`src/rtl/fetch_pkg.sv`:
```
`default_nettype none
// fetch_pkg: shared widths, boot address, default sizing and queue entry layout.
package fetch_pkg;
   localparam int ADDR_W = 32;
   localparam int INSN_W = 32;
   localparam logic [ADDR_W-1:0] START_ADDRESS = 32'h8002_0000;
   localparam int DEF_DEPTH   = 4;
   localparam int DEF_MEM_LAT = 1;
   localparam int ENTRY_W     = ADDR_W + INSN_W;

   typedef struct packed {
      logic [ADDR_W-1:0] pc;
      logic [INSN_W-1:0] insn;
   } fq_entry_t;
endpackage
`default_nettype wire

```
`src/rtl/insn_fifo.sv`:
```
`default_nettype none
// insn_fifo: synchronous power-of-two FIFO with clear; head read straight from storage registers.
module insn_fifo
   import fetch_pkg::*;
#(
   parameter int DEPTH = DEF_DEPTH,
   parameter int WIDTH = ENTRY_W
) (
   input  logic                    clk,
   input  logic                    rst_n,
   input  logic                    i_clr,
   input  logic                    i_push,
   input  logic [WIDTH-1:0]        i_wdata,
   input  logic                    i_pop,
   output logic [WIDTH-1:0]        o_rdata,
   output logic                    o_valid,
   output logic [$clog2(DEPTH):0]  o_count
);
   localparam int PW = $clog2(DEPTH);

   logic [WIDTH-1:0] r_mem [DEPTH];
   logic [PW-1:0]    r_wr_ptr;
   logic [PW-1:0]    r_rd_ptr;
   logic [PW:0]      r_count;
   logic             w_pop;

   assign w_pop = i_pop & (r_count != '0);

   always_ff @(posedge clk or negedge rst_n) begin
      if (!rst_n) begin
         r_wr_ptr <= '0;
         r_rd_ptr <= '0;
         r_count  <= '0;
      end else if (i_clr) begin
         r_wr_ptr <= '0;
         r_rd_ptr <= '0;
         r_count  <= '0;
      end else begin
         if (i_push) r_wr_ptr <= r_wr_ptr + PW'(1);
         if (w_pop)  r_rd_ptr <= r_rd_ptr + PW'(1);
         case ({i_push, w_pop})
            2'b10:   r_count <= r_count + (PW+1)'(1);
            2'b01:   r_count <= r_count - (PW+1)'(1);
            default: r_count <= r_count;
         endcase
      end
   end

   // Storage is reset so the head reads zero until the first write lands.
   always_ff @(posedge clk or negedge rst_n) begin
      if (!rst_n) begin
         for (int i = 0; i < DEPTH; i++) r_mem[i] <= '0;
      end else if (i_push && !i_clr) begin
         r_mem[r_wr_ptr] <= i_wdata;
      end
   end

   assign o_rdata = r_mem[r_rd_ptr];
   assign o_valid = (r_count != '0);
   assign o_count = r_count;

   a_no_overflow: assert property (@(posedge clk) disable iff (!rst_n)
      !(i_push && !i_clr && !w_pop && (r_count == (PW+1)'(DEPTH))));
endmodule
`default_nettype wire

```
`src/rtl/fetch_queue.sv`:
```
`default_nettype none
// fetch_queue: credit-controlled instruction prefetch buffer between fetch, mainMem and decode.
module fetch_queue
   import fetch_pkg::*;
#(
   parameter int DEPTH   = DEF_DEPTH,
   parameter int MEM_LAT = DEF_MEM_LAT
) (
   input  logic                    clk,
   input  logic                    rst_n,
   input  logic                    i_req_valid,
   input  logic [ADDR_W-1:0]       i_req_pc,
   input  logic                    i_mem_busy,
   input  logic [INSN_W-1:0]       i_mem_data,
   input  logic                    i_flush,
   input  logic                    i_insn_ready,
   output logic                    o_stall,
   output logic                    o_insn_valid,
   output logic [INSN_W-1:0]       o_insn,
   output logic [ADDR_W-1:0]       o_insn_pc,
   output logic [$clog2(DEPTH):0]  o_count
);
   localparam int CW = $clog2(DEPTH) + 1;
   localparam int OW = CW + $clog2(MEM_LAT + 1) + 1;

   logic [MEM_LAT-1:0] r_pipe_vld;
   logic [ADDR_W-1:0]  r_pipe_pc [MEM_LAT];

   logic [OW-1:0] w_inflight;
   logic [OW-1:0] w_occupancy;
   logic [CW-1:0] w_count;
   logic          w_accept;
   logic          w_push;
   fq_entry_t     w_wentry;
   fq_entry_t     w_head;

   always_comb begin
      w_inflight = '0;
      for (int i = 0; i < MEM_LAT; i++) w_inflight = w_inflight + OW'(r_pipe_vld[i]);
   end

   // Credits count both buffered and in-flight words so a return always has a slot.
   assign w_occupancy = OW'(w_count) + w_inflight;
   assign o_stall     = i_flush | i_mem_busy | (w_occupancy >= OW'(DEPTH));
   assign w_accept    = i_req_valid & ~o_stall;

   always_ff @(posedge clk or negedge rst_n) begin
      if (!rst_n) begin
         r_pipe_vld <= '0;
         for (int i = 0; i < MEM_LAT; i++) r_pipe_pc[i] <= '0;
      end else begin
         r_pipe_pc[0] <= i_req_pc;
         for (int i = 1; i < MEM_LAT; i++) r_pipe_pc[i] <= r_pipe_pc[i-1];
         if (i_flush) begin
            r_pipe_vld <= '0;
         end else begin
            r_pipe_vld[0] <= w_accept;
            for (int i = 1; i < MEM_LAT; i++) r_pipe_vld[i] <= r_pipe_vld[i-1];
         end
      end
   end

   assign w_push        = r_pipe_vld[MEM_LAT-1] & ~i_flush;
   assign w_wentry.pc   = r_pipe_pc[MEM_LAT-1];
   assign w_wentry.insn = i_mem_data;

   insn_fifo #(
      .DEPTH (DEPTH),
      .WIDTH (ENTRY_W)
   ) u_insn_fifo (
      .clk     (clk),
      .rst_n   (rst_n),
      .i_clr   (i_flush),
      .i_push  (w_push),
      .i_wdata (w_wentry),
      .i_pop   (i_insn_ready),
      .o_rdata (w_head),
      .o_valid (o_insn_valid),
      .o_count (w_count)
   );

   assign o_insn    = w_head.insn;
   assign o_insn_pc = w_head.pc;
   assign o_count   = w_count;
endmodule
`default_nettype wire

```
`config.mk`:
```
export PLATFORM = sky130hd
export DESIGN_NAME = fetch_queue
export DESIGN_NICKNAME = d
export VERILOG_FILES = /design/src/rtl/fetch_pkg.sv /design/src/rtl/insn_fifo.sv /design/src/rtl/fetch_queue.sv
export SDC_FILE = /design/constraint.sdc
export NUM_CORES = 1
export LEC_CHECK = 0
export ABC_CLOCK_PERIOD_IN_PS = 1800
export BUFFER_PORTS_ARGS = -buffer_cell sky130_fd_sc_hd__buf_4
export CAP_MARGIN = 20
export CORE_MARGIN = 1
export CORE_UTILIZATION = 53
export CTS_BUF_LIST = sky130_fd_sc_hd__clkbuf_16
export CTS_CLUSTER_SIZE = 24
export DETAILED_ROUTE_END_ITERATION = 10
export PLACE_DENSITY = 0.73
export SETUP_SLACK_MARGIN = 0.15
export SLEW_MARGIN = 10
export SYNTH_ARGS = -nofsm -noshare
export SYNTH_HDL_FRONTEND = slang
export SYNTH_SLANG_ARGS = --single-unit
export TNS_END_PERCENT = 100
```
`constraint.sdc`:
```
create_clock -name clk -period 1.8 [get_ports clk]
set_input_delay 0.18 -clock clk [delete_from_list [all_inputs] [get_ports clk]]
set_output_delay 0.18 -clock clk [all_outputs]
set_load 0.01 [all_outputs]
```
# ---- Word level (Yosys, flattened, before mapping)
# Cells that the tools add are included.
dict set report totals {
  regBits 296
  in_bits 70
  output_inout_bits 69
  wordCells 49
}
dict set report classes {
  add_sub_neg 5
  order_cmp 4
  n_eq_ne 2
  muxes 13
  bitwise_logic 9
  reduce_logical 7
}
# op n
set ops {}
lappend ops {{bitwise mux 256 bit} 1}
lappend ops {{2-to-1 mux 64 bit} 3}
lappend ops {{binary-select mux 64 bit (select 2 bit)} 1}
lappend ops {{demux 64 bit (select 2 bit)} 1}
lappend ops {{2-to-1 mux 2 bit} 4}
lappend ops {{>= comparator 3 bit, second input constant} 2}
lappend ops {{inverter 2 -> 3 bit} 2}
lappend ops {{case mux 3 bit (2 select lines)} 1}
lappend ops {{nonzero test 3 bit} 2}
lappend ops {{adder 2 x 1 -> 2 bit, second input constant} 2}
lappend ops {{adder 3 x 1 -> 4 bit} 1}
lappend ops {{>= comparator 4 x 3 -> 1 bit, second input constant} 1}
lappend ops {{nonzero test 2 bit} 2}
lappend ops {{adder 3 x 1 -> 3 bit, second input constant} 1}
lappend ops {{bitwise AND 1 bit} 3}
lappend ops {{less-than comparator 3 x 1 -> 1 bit, second input constant} 1}
lappend ops {{2-to-1 mux 3 bit} 1}
lappend ops {{subtractor 3 x 1 -> 3 bit, second input constant} 1}
lappend ops {{equality test 2 x 1 -> 1 bit, second input constant} 1}
lappend ops {{equality test 2 bit, second input constant} 1}
lappend ops {{logical AND 1 bit} 2}
lappend ops {{inverter 1 bit} 2}
lappend ops {{OR 1 bit} 2}
lappend ops {{logical NOT 1 bit} 1}
lappend ops {{2-to-1 mux 1 bit} 1}

# ---- Depth between registers and ports, before layout
# Gate-level depths: netlist of run 1.
dict set report depth {
  word_depth 6
  depth_mapped 8
  depth_no_buf 6
}

# ---- Modules after synthesis
# A second synthesis of run 1 with hierarchy kept.
dict set report hier_totals {
  hier_cells 705
  area_unflattened_um2 13626.8
}
# mod n_inst cells_per_inst area_per_inst_um2 seq_area_each_um2
set modules_own_cells {}
lappend modules_own_cells {insn_fifo 1 667 12768.5 6581.3}
lappend modules_own_cells {fetch_queue 1 38 858.3 825.8}

# ---- Worst setup path after synthesis of run 1
# Ideal clock, no wire load.
dict set report synth_path {
  path_type {reg2reg}
  start {reg u_insn_fifo.r_count[2] (netlist: u_insn_fifo.o_count[2])}
  end {reg u_insn_fifo.r_count[1] (netlist: u_insn_fifo.o_count[1])}
  setup_ns 0.082
  t_arrival_ns 1.927
  required_time_ns 1.718
  slack_ns -0.209
  path_stages_with_launch 7
  path_buffers 1
  synth_period_minus_slack_ns 2.009
  path_cell_list {dfrtp_1 clkbuf_1 o31ai_2 nor2_1 fa_1 or3b_1 a31oi_1}
}
dict set report synth_between {
  elab_chain_len 5
  word_cells_on_any_way 7
  cone_classes {2 x eq/ne; 2 x mux; 1 x bitwise; 2 x reduce/logical}
}
# item line_no
set synth_lines {}
lappend synth_lines {{from (decl)} insn_fifo.sv:24} ;# logic [PW:0] r_count;
lappend synth_lines {{from (signal assigned)} insn_fifo.sv:42} ;# 2'b10: r_count <= r_count + (PW+1)'(1);
lappend synth_lines {{from (signal assigned)} insn_fifo.sv:43} ;# 2'b01: r_count <= r_count - (PW+1)'(1);
lappend synth_lines {{from (signal assigned)} insn_fifo.sv:44} ;# default: r_count <= r_count;
lappend synth_lines {{nonzero test 3 bit (*)} insn_fifo.sv:27} ;# assign w_pop = i_pop & (r_count != '0);
lappend synth_lines {{bitwise AND 1 bit (*)} insn_fifo.sv:27}
lappend synth_lines {{equality test 2 x 1 -> 1 bit or equality test 2 bit (tied branches)} insn_fifo.sv:41} ;# case ({i_push, w_pop})
lappend synth_lines {{case mux 3 bit (2 select lines)} insn_fifo.sv:41}
lappend synth_lines {{2-to-1 mux 3 bit} insn_fifo.sv:34} ;# end else if (i_clr) begin
# Every way passes the cells marked *; elsewhere a longest branch is shown, timed or not.
# A chain may end at the register's enable or synchronous reset.

# ---- Final worst setup path of run 1
dict set report layout_path {
  start {reg u_insn_fifo.r_rd_ptr[0]}
  end {out o_insn[25]}
}
dict set report layout_between {
  elab_chain_len 4
}
# item line_no
set layout_lines {}
lappend layout_lines {{from (decl)} insn_fifo.sv:23} ;# logic [PW-1:0] r_rd_ptr;
lappend layout_lines {{from (signal assigned)} insn_fifo.sv:40} ;# if (w_pop) r_rd_ptr <= r_rd_ptr + PW'(1);
lappend layout_lines {{inverter 2 -> 3 bit (not written as such)} insn_fifo.sv:58} ;# assign o_rdata = r_mem[r_rd_ptr];
lappend layout_lines {{binary-select mux 64 bit (select 2 bit)} insn_fifo.sv:58}
lappend layout_lines {{2-to-1 mux 64 bit (not written as such) (2 in series)} insn_fifo.sv:58}
lappend layout_lines {{to (decl)} fetch_queue.sv:19} ;# output logic [INSN_W-1:0] o_insn,
# No other way between the ends. The select of a mux whose other input is x is not followed.

==> results of run 1 <==
==> power breakdown <==
part,internal (W),switching [W],leakage [nW]
Sequential,0.00765,0.000655,3.89
Combinational,0.00472,0.00268,4.42
Clock,0.00338,0.00253,0.496
Total,0.0158,0.00586,8.81
==> metrics by stage <==
stage | std cells | setup TNS [ns]
5_1_grt | 1336 | -25.53
3_3_place_gp | 1174 | -0.008197
2_1_floorplan | 705 | -0.2545
6_report | 1336 | -21.84
4_1_cts | 1319 | -23.36
3_5_place_dp | 1174 | -0.07020
==> registers in the layout, indices dropped and copies added, names as in the netlist <==
| register | count |
|---|---|
| u_insn_fifo.r_mem | 256 |
| u_insn_fifo.r_wr_ptr | 2 |
| r_pipe_pc | 32 |
| r_pipe_vld | 1 |
| u_insn_fifo.r_rd_ptr | 2 |
| u_insn_fifo.o_count | 3 |
==> worst max-delay path by stage <==
| stage | cells after the start | slack (ns) | start | endpoint |
|---|---|---|---|---|
| 2_1_floorplan | 6 | -0.14 | u_insn_fifo.o_count[2] | u_insn_fifo.o_count[1] |
| 3_3_place_gp | 5 | -0.008 | u_insn_fifo.o_count[1] | u_insn_fifo.o_count[1] |
| 3_5_place_dp | 5 | -0.07 | u_insn_fifo.o_count[1] | u_insn_fifo.o_count[1] |
| 4_1_cts | 3 | -0.40 | u_insn_fifo.r_rd_ptr[0] | o_insn_pc[17] |
| 5_1_grt | 4 | -0.45 | u_insn_fifo.r_rd_ptr[0] | o_insn[25] |
| 6_report | 4 | -0.39 | u_insn_fifo.r_rd_ptr[0] | o_insn[25] |
==> layout make-up <==
class	instances	area, um2
fillers	1605	7807
well taps	330	412.9
multi-input cells	365	5659
flip-flops and latches	296	7415
clock inverters	25	158.9
inverters	2	7.507
repair buffers	287	2945
clock buffers	31	775.7
==> cells by family after synthesis <==
family          count (synthesis)
flops                         296
simple gates                   24
mux                           321
xor+xnor                        5
compound gates                 10
buf+inv                        44
fa+ha+maj                       5
==> routing by layer <==
metal	track usage	share of wire	up-vias
met5	0	0	-
met4	0.05274	0.015	0
met3	0.02962	0.038	36
met2	0.3875	0.52	190
met1	0.3084	0.43	3885
li1	-	-	3176
==> critical path: cells and delay by family, from the launching register on <==
kind | cells | cell delay (ns)
muxes | 1 | 0.53
buffers and inverters | 3 | 0.47
DFF | 1 | 0.47
==> cell usage in the layout, fill, tap and decap left out, types with 2 or more instances in the layout <==
cell type,count
dfrtp_1,294
ha_1,4
inv_1,13
dfrtp_4,2
xor2_1,2
bufinv_16,2
clkbuf_16,35
mux2_2,16
buf_4,134
buf_16,2
buf_6,54
dlygate4sd3_1,68
xnor2_1,3
nand2_8,4
mux4_2,64
buf_12,24
nor2_2,2
mux2_4,240
nand2_1,2
nor2_1,7
o21ai_0,2
clkinv_2,3
clkinv_1,7
a31oi_1,2
==> timing repair <==
item / 4_1_cts / 5_1_grt
hold buffers: 68 / 0
endpoints found under the setup margin: 142 / 125
cloned: 0 / 5
buffers inserted: 21 / 12
gates resized for setup: 67 / 9
hold endpoints to repair: 235 / 0
pin swaps: 6 / 5
==> metrics.md, run 1 <==
| Metric | Value |
|---|---|
| Mux contribution to synthesized area | `0.3843` |
| Area Overhead vs Synth | `27.54%` |
| Setup slack after layout | `-0.3898 ns` |
| Post-synth EDFFs | `0` |
| Hold Crit Class | `in -> reg` |
| Xor and xnor fraction of the mapped netlist area | `0.003215` |
| Hold path cells | `3` |
| Post-Synth Adder-Cell Area | `0.005143` |
| Antenna violations before repair | `0` |
| Initial core utilization | `0.5410` |
| R2R Path End | `u_insn_fifo.o_count[1]` |
| Router iterations before antenna repair | `4` |
| Mapped Area | `13620 um2` |
| Die area | `26350 um2` |
| Yosys warning count | `0` |
| Antenna Cells | `0` |
| Post-DP HPWL | `17700 um` |
| Max Cap Viol | `0` |
| Design Power | `0.02161 W` |
| Reg-to-Reg Start | `u_insn_fifo.o_count[0]` |
| CTS H-tree lvls | `1` |
| Worst r2r path cells | `5` |
| Min cycle time layout | `2.190 ns` |
| RSZ-0062 raised after global routing | `true` |
| Synth area leaders | `dfrtp_1, mux2_4, mux4_2` |
| Detail Route Antenna Nets | `0` |
| Hold Path Sink | `u_insn_fifo.o_count[2]` |
| Routed vias | `7287` |
| Pwr Density | `1244 nW/um2` |
| Crit start category | `flip-flop` |
| Post-route DRC | `0` |
| Worst-Margin Slew | `0.5587 ns` |
| Skew final | `0.01285 ns` |
| Worst stage delay on the critical path | `0.53 ns` |
| Aggregate global-route resource usage | `0.2265` |
| Failing checks | `negative setup slack` |
| # setup viols final | `66` |
| Slew headroom | `0.6275` |
| Status | `finished, violations left` |
| Row count | `58` |
| Overflow after GRT | `0` |
| Layout cells sized above 1 | `0.5895` |
| Die Ht | `162.3 um` |
| Synthesized area per cell | `19.32 um2` |
| Synth Area in Compound Gates | `0.005511` |
| Yosys reg bits | `296` |
| Leakage | `8.814 nW` |
| Routability cong. | `0.8041` |
| Worst-Skew Late Latency | `0.53 ns` |
| Final Hold Fails | `0` |
| Core Util, Final | `0.6900` |
| Worst Setup End Kind | `output port` |
| Most area-hungry cell type in the Yosys netlist | `dfrtp_1` |
| Critical path cell sequence | `buf_4, clkbuf_16, mux4_2, buf_6` |
| HP Start | `i_insn_ready` |
| Main combinational cell family by area after synthesis | `multiplexers` |
| CP required | `1.62 ns` |
| Cell with the most instances after synthesis | `dfrtp_1` |
| CTS Sinks | `296` |
| Dpl ws | `-0.07020 ns` |
| Final Max Tran Viols | `0` |
| Core ar. | `25180 um2` |
| First-pass GRT wire length | `46730 um` |
| Worst EP arrival | `2.01 ns` |
| Design Area, Final | `17370 um2` |
| Final hold slack | `0.07373 ns` |
| CP max FO | `8` |
| WL final | `29370 um` |
| Sequential element share of the synthesized area | `0.5437` |
| Maximum vdd drop | `0.8910 mV` |
| Max Fclk | `456.7 MHz` |
| Unique cell type count in the Yosys netlist | `33` |
| Crit share post-route | `1.217` |
| Vias per inst | `5.454` |
| Register-to-register setup slack | `-0.10 ns` |
| Clock Tree Buf Depth | `3` |
| Pin count of the biggest net entering global routing | `63` |
| Initial drt markers | `412` |
| Routed len/inst | `21.98 um` |
| Post-synth top cells | `dfrtp_1, mux2_4, mux4_2` |
| Die Wd | `162.3 um` |
| Worst setup path class | `reg -> out` |
| CTS tree | `built` |
| CTS Buf Count | `31` |
| CP max-delay cell | `mux4_2` |
| Synth top area share | `0.5437` |
| I/O Buffers | `138` |
| Reg clk slew, reported paths | `0.06 ns` |
| Vias in the first global route | `8408` |
| Clk root buf | `clkbuf_16` |
| Commonest register cell after synthesis | `dfrtp_1` |
| Syn Nets | `780` |
| I/O pin cnt | `139` |
| DP Area | `15090 um2` |
| Cells after Synth | `705` |
| Synth Area in Simple Gates | `0.01359` |
| Total Nets Final | `1058` |
| Post-synth ARST share | `1.000` |
Note: power is estimated with default switching activity, not from simulation.
==> run 2: changes to the inputs <==
CORE_ASPECT_RATIO = 0.8   (was unset)
==> run 2 against run 1 <==
The run ends with negative hold slack, negative setup slack left. Register-to-register slack lost 0.09 ns. Design area is essentially flat. Clock power up 1%. Maximum frequency is 0.61% lower. Utilization shrank 0.18 points. Worst hold slack worse by 0.078 ns. First-iteration DRC count shrank 5.1%. Sequential share of layout area about the same. Combinational power grew 3%. Critical path type unchanged. Critical endpoint is now o_insn[3]. Largest power group unchanged.
==> metrics.md, run 2 (synthesis gave the netlist of run 1 again) <==
| Metric | Value |
|---|---|
| Row count | `52` |
| Clock Tree Buf Depth | `3` |
| Share of power burned in registers | `0.379` |
| Logic pwr share | `0.347` |
| Worst-Skew Late Latency | `0.54 ns` |
| Register area | `7416 um2` |
| Register-to-register setup slack | `-0.19 ns` |
| Clk root buf | `clkbuf_16` |
| Biggest register | `u_insn_fifo.r_mem` |
| Worst setup path class | `reg -> out` |
| Routability cong. | `0.7949` |
| Worst EP arrival | `2.02 ns` |
| Worst-Margin Slew | `0.4101 ns` |
| Maximum vdd drop | `0.8902 mV` |
| Hold Crit Class | `in -> reg` |
| Commonest cells after routing, fill and taps aside | `dfrtp_1, mux2_4, buf_4` |
| Initial core utilization | `0.5397` |
| I/O pin cnt | `139` |
| Antenna violations before repair | `0` |
| Crit share post-route | `1.224` |
| Reg-to-Reg Start | `u_insn_fifo.o_count[1]` |
| Min cycle time layout | `2.203 ns` |
| Router iterations before antenna repair | `4` |
| Die area | `26350 um2` |
| Worst r2r path cells | `5` |
| Vias per inst | `5.481` |
| Setup crit end | `o_insn[3]` |
| Post-DP HPWL | `17850 um` |
| Max Cap Viol | `0` |
| RSZ-0062 raised after global routing | `true` |
| Pin count of the biggest net entering global routing | `60` |
| Design Area, Final | `17370 um2` |
| Crit start category | `flip-flop` |
| Detail Route Antenna Nets | `0` |
| Leakage | `8.748 nW` |
| Aggregate global-route resource usage | `0.2336` |
| First-pass GRT wire length | `48210 um` |
| Antenna Cells | `0` |
| Largest register FFs | `256` |
| I/O Buffers | `138` |
| Max Fclk | `453.9 MHz` |
| Reg clk slew, reported paths | `0.06 ns` |
| DP Area | `15080 um2` |
| Setup slack after layout | `-0.4032 ns` |
| Filler Cell Count | `1615` |
| Clock power share | `0.274` |
| Setup crit start | `u_insn_fifo.r_rd_ptr[0]` |
| Routed len/inst | `22.84 um` |
| Die Wd | `181.3 um` |
| WL final | `30030 um` |
| CTS Sinks | `296` |
| Switching share of total power | `0.2741` |
| Final hold slack | `-0.003802 ns` |
| Met2 Resource Use GR | `0.3896` |
| Grt met1 use | `0.3309` |
| Slew headroom | `0.7231` |
| R2R Path End | `u_insn_fifo.o_count[1]` |
| Final Max Tran Viols | `0` |
| Status | `finished, violations left` |
| Final Hold Fails | `1` |
| Most common cell after layout, fill and taps aside | `dfrtp_1` |
| Vias in the first global route | `8288` |
| Routed vias | `7208` |
| Int Pwr | `0.01589 W` |
| Die Ht | `145.4 um` |
| # setup viols final | `66` |
| Skew final | `0.01170 ns` |
| Failing checks | `negative hold slack, negative setup slack` |
| Final Non-Filler Cells | `1315` |
| Psw | `0.006002 W` |
| Placed instance count | `1169` |
| Initial drt markers | `391` |
| Core ar. | `25240 um2` |
| Worst Setup End Kind | `output port` |
| CP required | `1.62 ns` |
| Layout cells sized above 1 | `0.5913` |
| Overflow after GRT | `0` |
| CP max FO | `7` |
| CTS Buf Count | `30` |
| Total Nets Final | `1043` |
| Post-route DRC | `0` |
| Top Usage Layer GRT | `met2` |
| Pwr Density | `1260 nW/um2` |
| CTS H-tree lvls | `1` |
| Routing usage on met3 | `0.03904` |
| Multi-input logic area | `5675 um2` |
| Area Overhead vs Synth | `27.53%` |
| CTS tree | `built` |
==> run 2: cell types whose count changed in the layout (fill, tap and decap cells not counted), sizes merged <==
cell      delta
nand2        +1
clkbuf       -3
inv          -5
clkinvlp     +2
buf         -12
clkinv       +2
==> run 2: per-stage QoR <==
| stage | hold WS (ns) | worst slack (ns) | utilization | power (W) | setup TNS (ns) |
|---|---|---|---|---|---|
| after global placement | 0.09933 | 0.01662 | 0.5974 | 0.01425 | 0 |
| after floorplan | -0.1156 | -0.1441 | - | 0.01196 | -0.2545 |
| after global routing | -0.02144 | -0.4760 | 0.6882 | 0.02282 | -27.81 |
| after detailed placement | 0.1068 | -0.07780 | 0.5974 | 0.01451 | -0.07780 |
| after CTS | 0.01276 | -0.4218 | 0.6842 | 0.02193 | -25.09 |
| final | -0.003802 | -0.4032 | 0.6882 | 0.02189 | -23.27 |
==> run 2: critical path: stages (launching register included) <==
cell,delay [ns]
dfrtp_4,0.49
buf_6,0.13
buf_12,0.13
buf_16,0.15
mux4_2,0.44
buf_6,0.14
==> run 2: metal layers <==
metal / vias to the layer above / part of all wire
met2: 173 / 0.50
met3: 30 / 0.043
li1: 3139 / -
met1: 3866 / 0.44
met5: - / 0
met4: 0 / 0.013
==> run 2: repair_timing <==
item                       in CTS  in global routing
hold endpoints to repair      458                  0
cloned                          5                  2
hold buffers                   69                  0
pin swaps                       5                  6
buffers inserted               11                  5
setup endpoints to repair     138                232
resized for setup              83                  9
==> run 2: layout make-up <==
| class | count | share of cell area |
|---|---|---|
| Tap cell | 324 | 0.02333 |
| Clock inverter | 24 | 0.009723 |
| Inverter | 2 | 0.0004321 |
| Sequential cell | 296 | 0.4269 |
| Timing Repair Buffer | 272 | 0.1683 |
| Multi-Input combinational cell | 366 | 0.3267 |
| Clock buffer | 31 | 0.04465 |
==> run 2: worst min path at each step <==
stage,from,end,slack (ns),depth (start not counted)
after global placement,rst_n,u_insn_fifo.r_mem[203],0.1,1
after CTS,i_insn_ready,u_insn_fifo.o_count[2],0.01,3
after global routing,i_mem_busy,r_pipe_vld,-0.02,3
final,i_mem_busy,r_pipe_vld,-0.004,3
after detailed placement,rst_n,u_insn_fifo.r_mem[139],0.11,1
after floorplan,rst_n,r_pipe_pc[0],-0.12,0
==> run 2: power groups by stage <==
stage | logic, W | registers [W] | clock network, W
3_5_place_dp | 0.00612 | 0.00838 | 0
2_1_floorplan | 0.00381 | 0.00815 | 0
5_1_grt | 0.00802 | 0.00840 | 0.00640
4_1_cts | 0.00755 | 0.00828 | 0.00611
6_report | 0.00760 | 0.00830 | 0.00599
3_3_place_gp | 0.00600 | 0.00825 | 0
==> run 3: changes to the inputs <==
CORE_UTILIZATION = 55   (was 53)
CTS_BUF_LIST = sky130_fd_sc_hd__clkbuf_8   (was sky130_fd_sc_hd__clkbuf_16)
PLACE_DENSITY = 0.75   (was 0.73)
==> run 3 against run 2 <==
The flow finishes with violations (negative setup slack). Worst hold slack improved by 0.13 ns. Cell count rose by 1.8%. Die area fell by 3.6%. Register-to-register slack improved by 0.02 ns. Non-clock buffer count rose by 4. First-iteration DRC count fell by 12%. Power fell by 5.0%. Global-route usage rose by 0.16 points. Critical path type unchanged. Largest cell class unchanged.
==> metrics.md, run 3 (synthesis gave the netlist of run 1 again) <==
| Metric | Value |
|---|---|
| Die area | `25410 um2` |
| CP max-delay cell | `mux4_2` |
| Skew final | `0.02257 ns` |
| Worst-Margin Slew | `0.4772 ns` |
| Clock Tree Buf Depth | `3` |
| Vias in the first global route | `8412` |
| Status | `finished, violations left` |
| Layout cells sized above 1 | `0.5965` |
| Post-DP HPWL | `17510 um` |
| Min cycle time layout | `2.213 ns` |
| Most common cell after layout, fill and taps aside | `dfrtp_1` |
| Commonest cells after routing, fill and taps aside | `dfrtp_1, mux2_4, buf_4` |
| Initial drt markers | `344` |
| Aggregate global-route resource usage | `0.2353` |
| Pwr Density | `1207 nW/um2` |
| Antenna Cells | `0` |
| Design Power | `0.02081 W` |
| Router iterations before antenna repair | `4` |
| Crit start category | `flip-flop` |
| Worst stage delay on the critical path | `0.55 ns` |
| Setup crit start | `u_insn_fifo.r_rd_ptr[0]` |
| Crit share post-route | `1.230` |
| Final Hold Fails | `0` |
| Vias per inst | `5.476` |
| Worst-Skew Late Latency | `0.56 ns` |
| Reg clk slew, reported paths | `0.06 ns` |
| DR top layer | `met4` |
| Slew headroom | `0.6778` |
| CP required | `1.62 ns` |
| Row count | `51` |
| Post-route DRC | `0` |
| Worst r2r path cells | `5` |
| Routability cong. | `0.7954` |
| CTS H-tree lvls | `2` |
| Leakage | `8.792 nW` |
| Biggest register | `u_insn_fifo.r_mem` |
| Met2 routed WL | `14690 um` |
| Max Fclk | `451.9 MHz` |
| Die Ht | `142.8 um` |
| Reg-to-Reg Start | `u_insn_fifo.o_count[1]` |
| DP Area | `15060 um2` |
| Routed vias | `7333` |
| Detail Route Antenna Nets | `0` |
| WL final | `29250 um` |
| RSZ-0062 raised after global routing | `true` |
| I/O pin cnt | `139` |
| Setup slack after layout | `-0.4131 ns` |
| Final Max Tran Viols | `0` |
| First-pass GRT wire length | `45950 um` |
| Area Overhead vs Synth | `26.58%` |
| M1 wire length | `12810 um` |
| CTS Buf Count | `46` |
| Overflow after GRT | `0` |
| Largest register FFs | `256` |
| Die Wd | `178.0 um` |
| Worst Setup End Kind | `output port` |
| Total Nets Final | `1062` |
| Maximum vdd drop | `0.7980 mV` |
| Worst setup path class | `reg -> out` |
| Failing checks | `negative setup slack` |
| CP max FO | `9` |
| # setup viols final | `65` |
| Core ar. | `24310 um2` |
| CTS tree | `built` |
| Pin count of the biggest net entering global routing | `77` |
| Initial core utilization | `0.5603` |
| Max Cap Viol | `0` |
| Hold Crit Class | `in -> async` |
| Worst EP arrival | `2.03 ns` |
| Design Area, Final | `17240 um2` |
| Critical path cell sequence | `buf_12, buf_16, mux4_2, buf_6` |
| Metal3 WL | `1183 um` |
| I/O Buffers | `138` |
| CTS Sinks | `296` |
| Routed len/inst | `21.84 um` |
| Antenna violations before repair | `0` |
| Clk root buf | `clkbuf_8` |
==> run 3: critical path, delay by kind of cell, from the launching register on <==
family | cells | cell delay, ns
mux | 1 | 0.55
buf+inv | 3 | 0.49
flops | 1 | 0.43
==> run 3: cell type report <==
| class | count | area (um2) |
|---|---|---|
| clock inverters | 27 | 121.4 |
| inverters | 2 | 7.507 |
| repair buffers | 276 | 2863 |
| flip-flops and latches | 296 | 7415 |
| fillers | 1498 | 7068 |
| well taps | 318 | 397.9 |
| clock buffers | 55 | 757.0 |
| multi-input cells | 365 | 5683 |
==> run 3: power by group <==
part           total, W  switching, W  internal (W)
logic           0.00714       0.00260       0.00454
registers       0.00828      0.000633       0.00765
clock network   0.00539       0.00261       0.00277
total            0.0208       0.00585        0.0150
==> run 3: worst paths after layout <==
check                                    endpoint  slack, ns
max                                    o_insn[12]      -0.41
max reg2reg                u_insn_fifo.o_count[1]      -0.17
min reg2reg                u_insn_fifo.r_mem[129]       0.50
min                        u_insn_fifo.r_mem[212]       0.13
max in group asynchronous  u_insn_fifo.r_mem[124]       0.92
min in group clk                    r_pipe_pc[10]       0.26
==> run 3: per-layer routing <==
metal,global-route usage,vias up
li1,-,3170
met1,0.3181,3929
met2,0.3918,184
met3,0.03994,50
met4,0.07063,0
met5,0,-
==> run 3: through the flow <==
stage	utilization	TNS, ns	setup WS (ns)	hold slack (ns)	cells
detailed placement	0.6194	-0.06013	-0.06013	0.1080	1161
CTS	0.6904	-25.48	-0.4431	0.1142	1318
floorplan	-	-0.2545	-0.1441	-0.1156	705
finish	0.7093	-23.49	-0.4131	0.1295	1339
global route	0.7093	-27.95	-0.4724	0.1405	1339
global placement	0.6194	-0.0002335	-0.0002335	0.1000	1161
==> run 3: repair_timing <==
item                       in CTS  in global routing
setup buffers                   4                 16
hold buffers                   70                  0
gates cloned                    1                  5
hold endpoints to repair      440                  0
pin swaps                       5                  6
setup endpoints to repair      72                112
gates resized for setup        21                 51
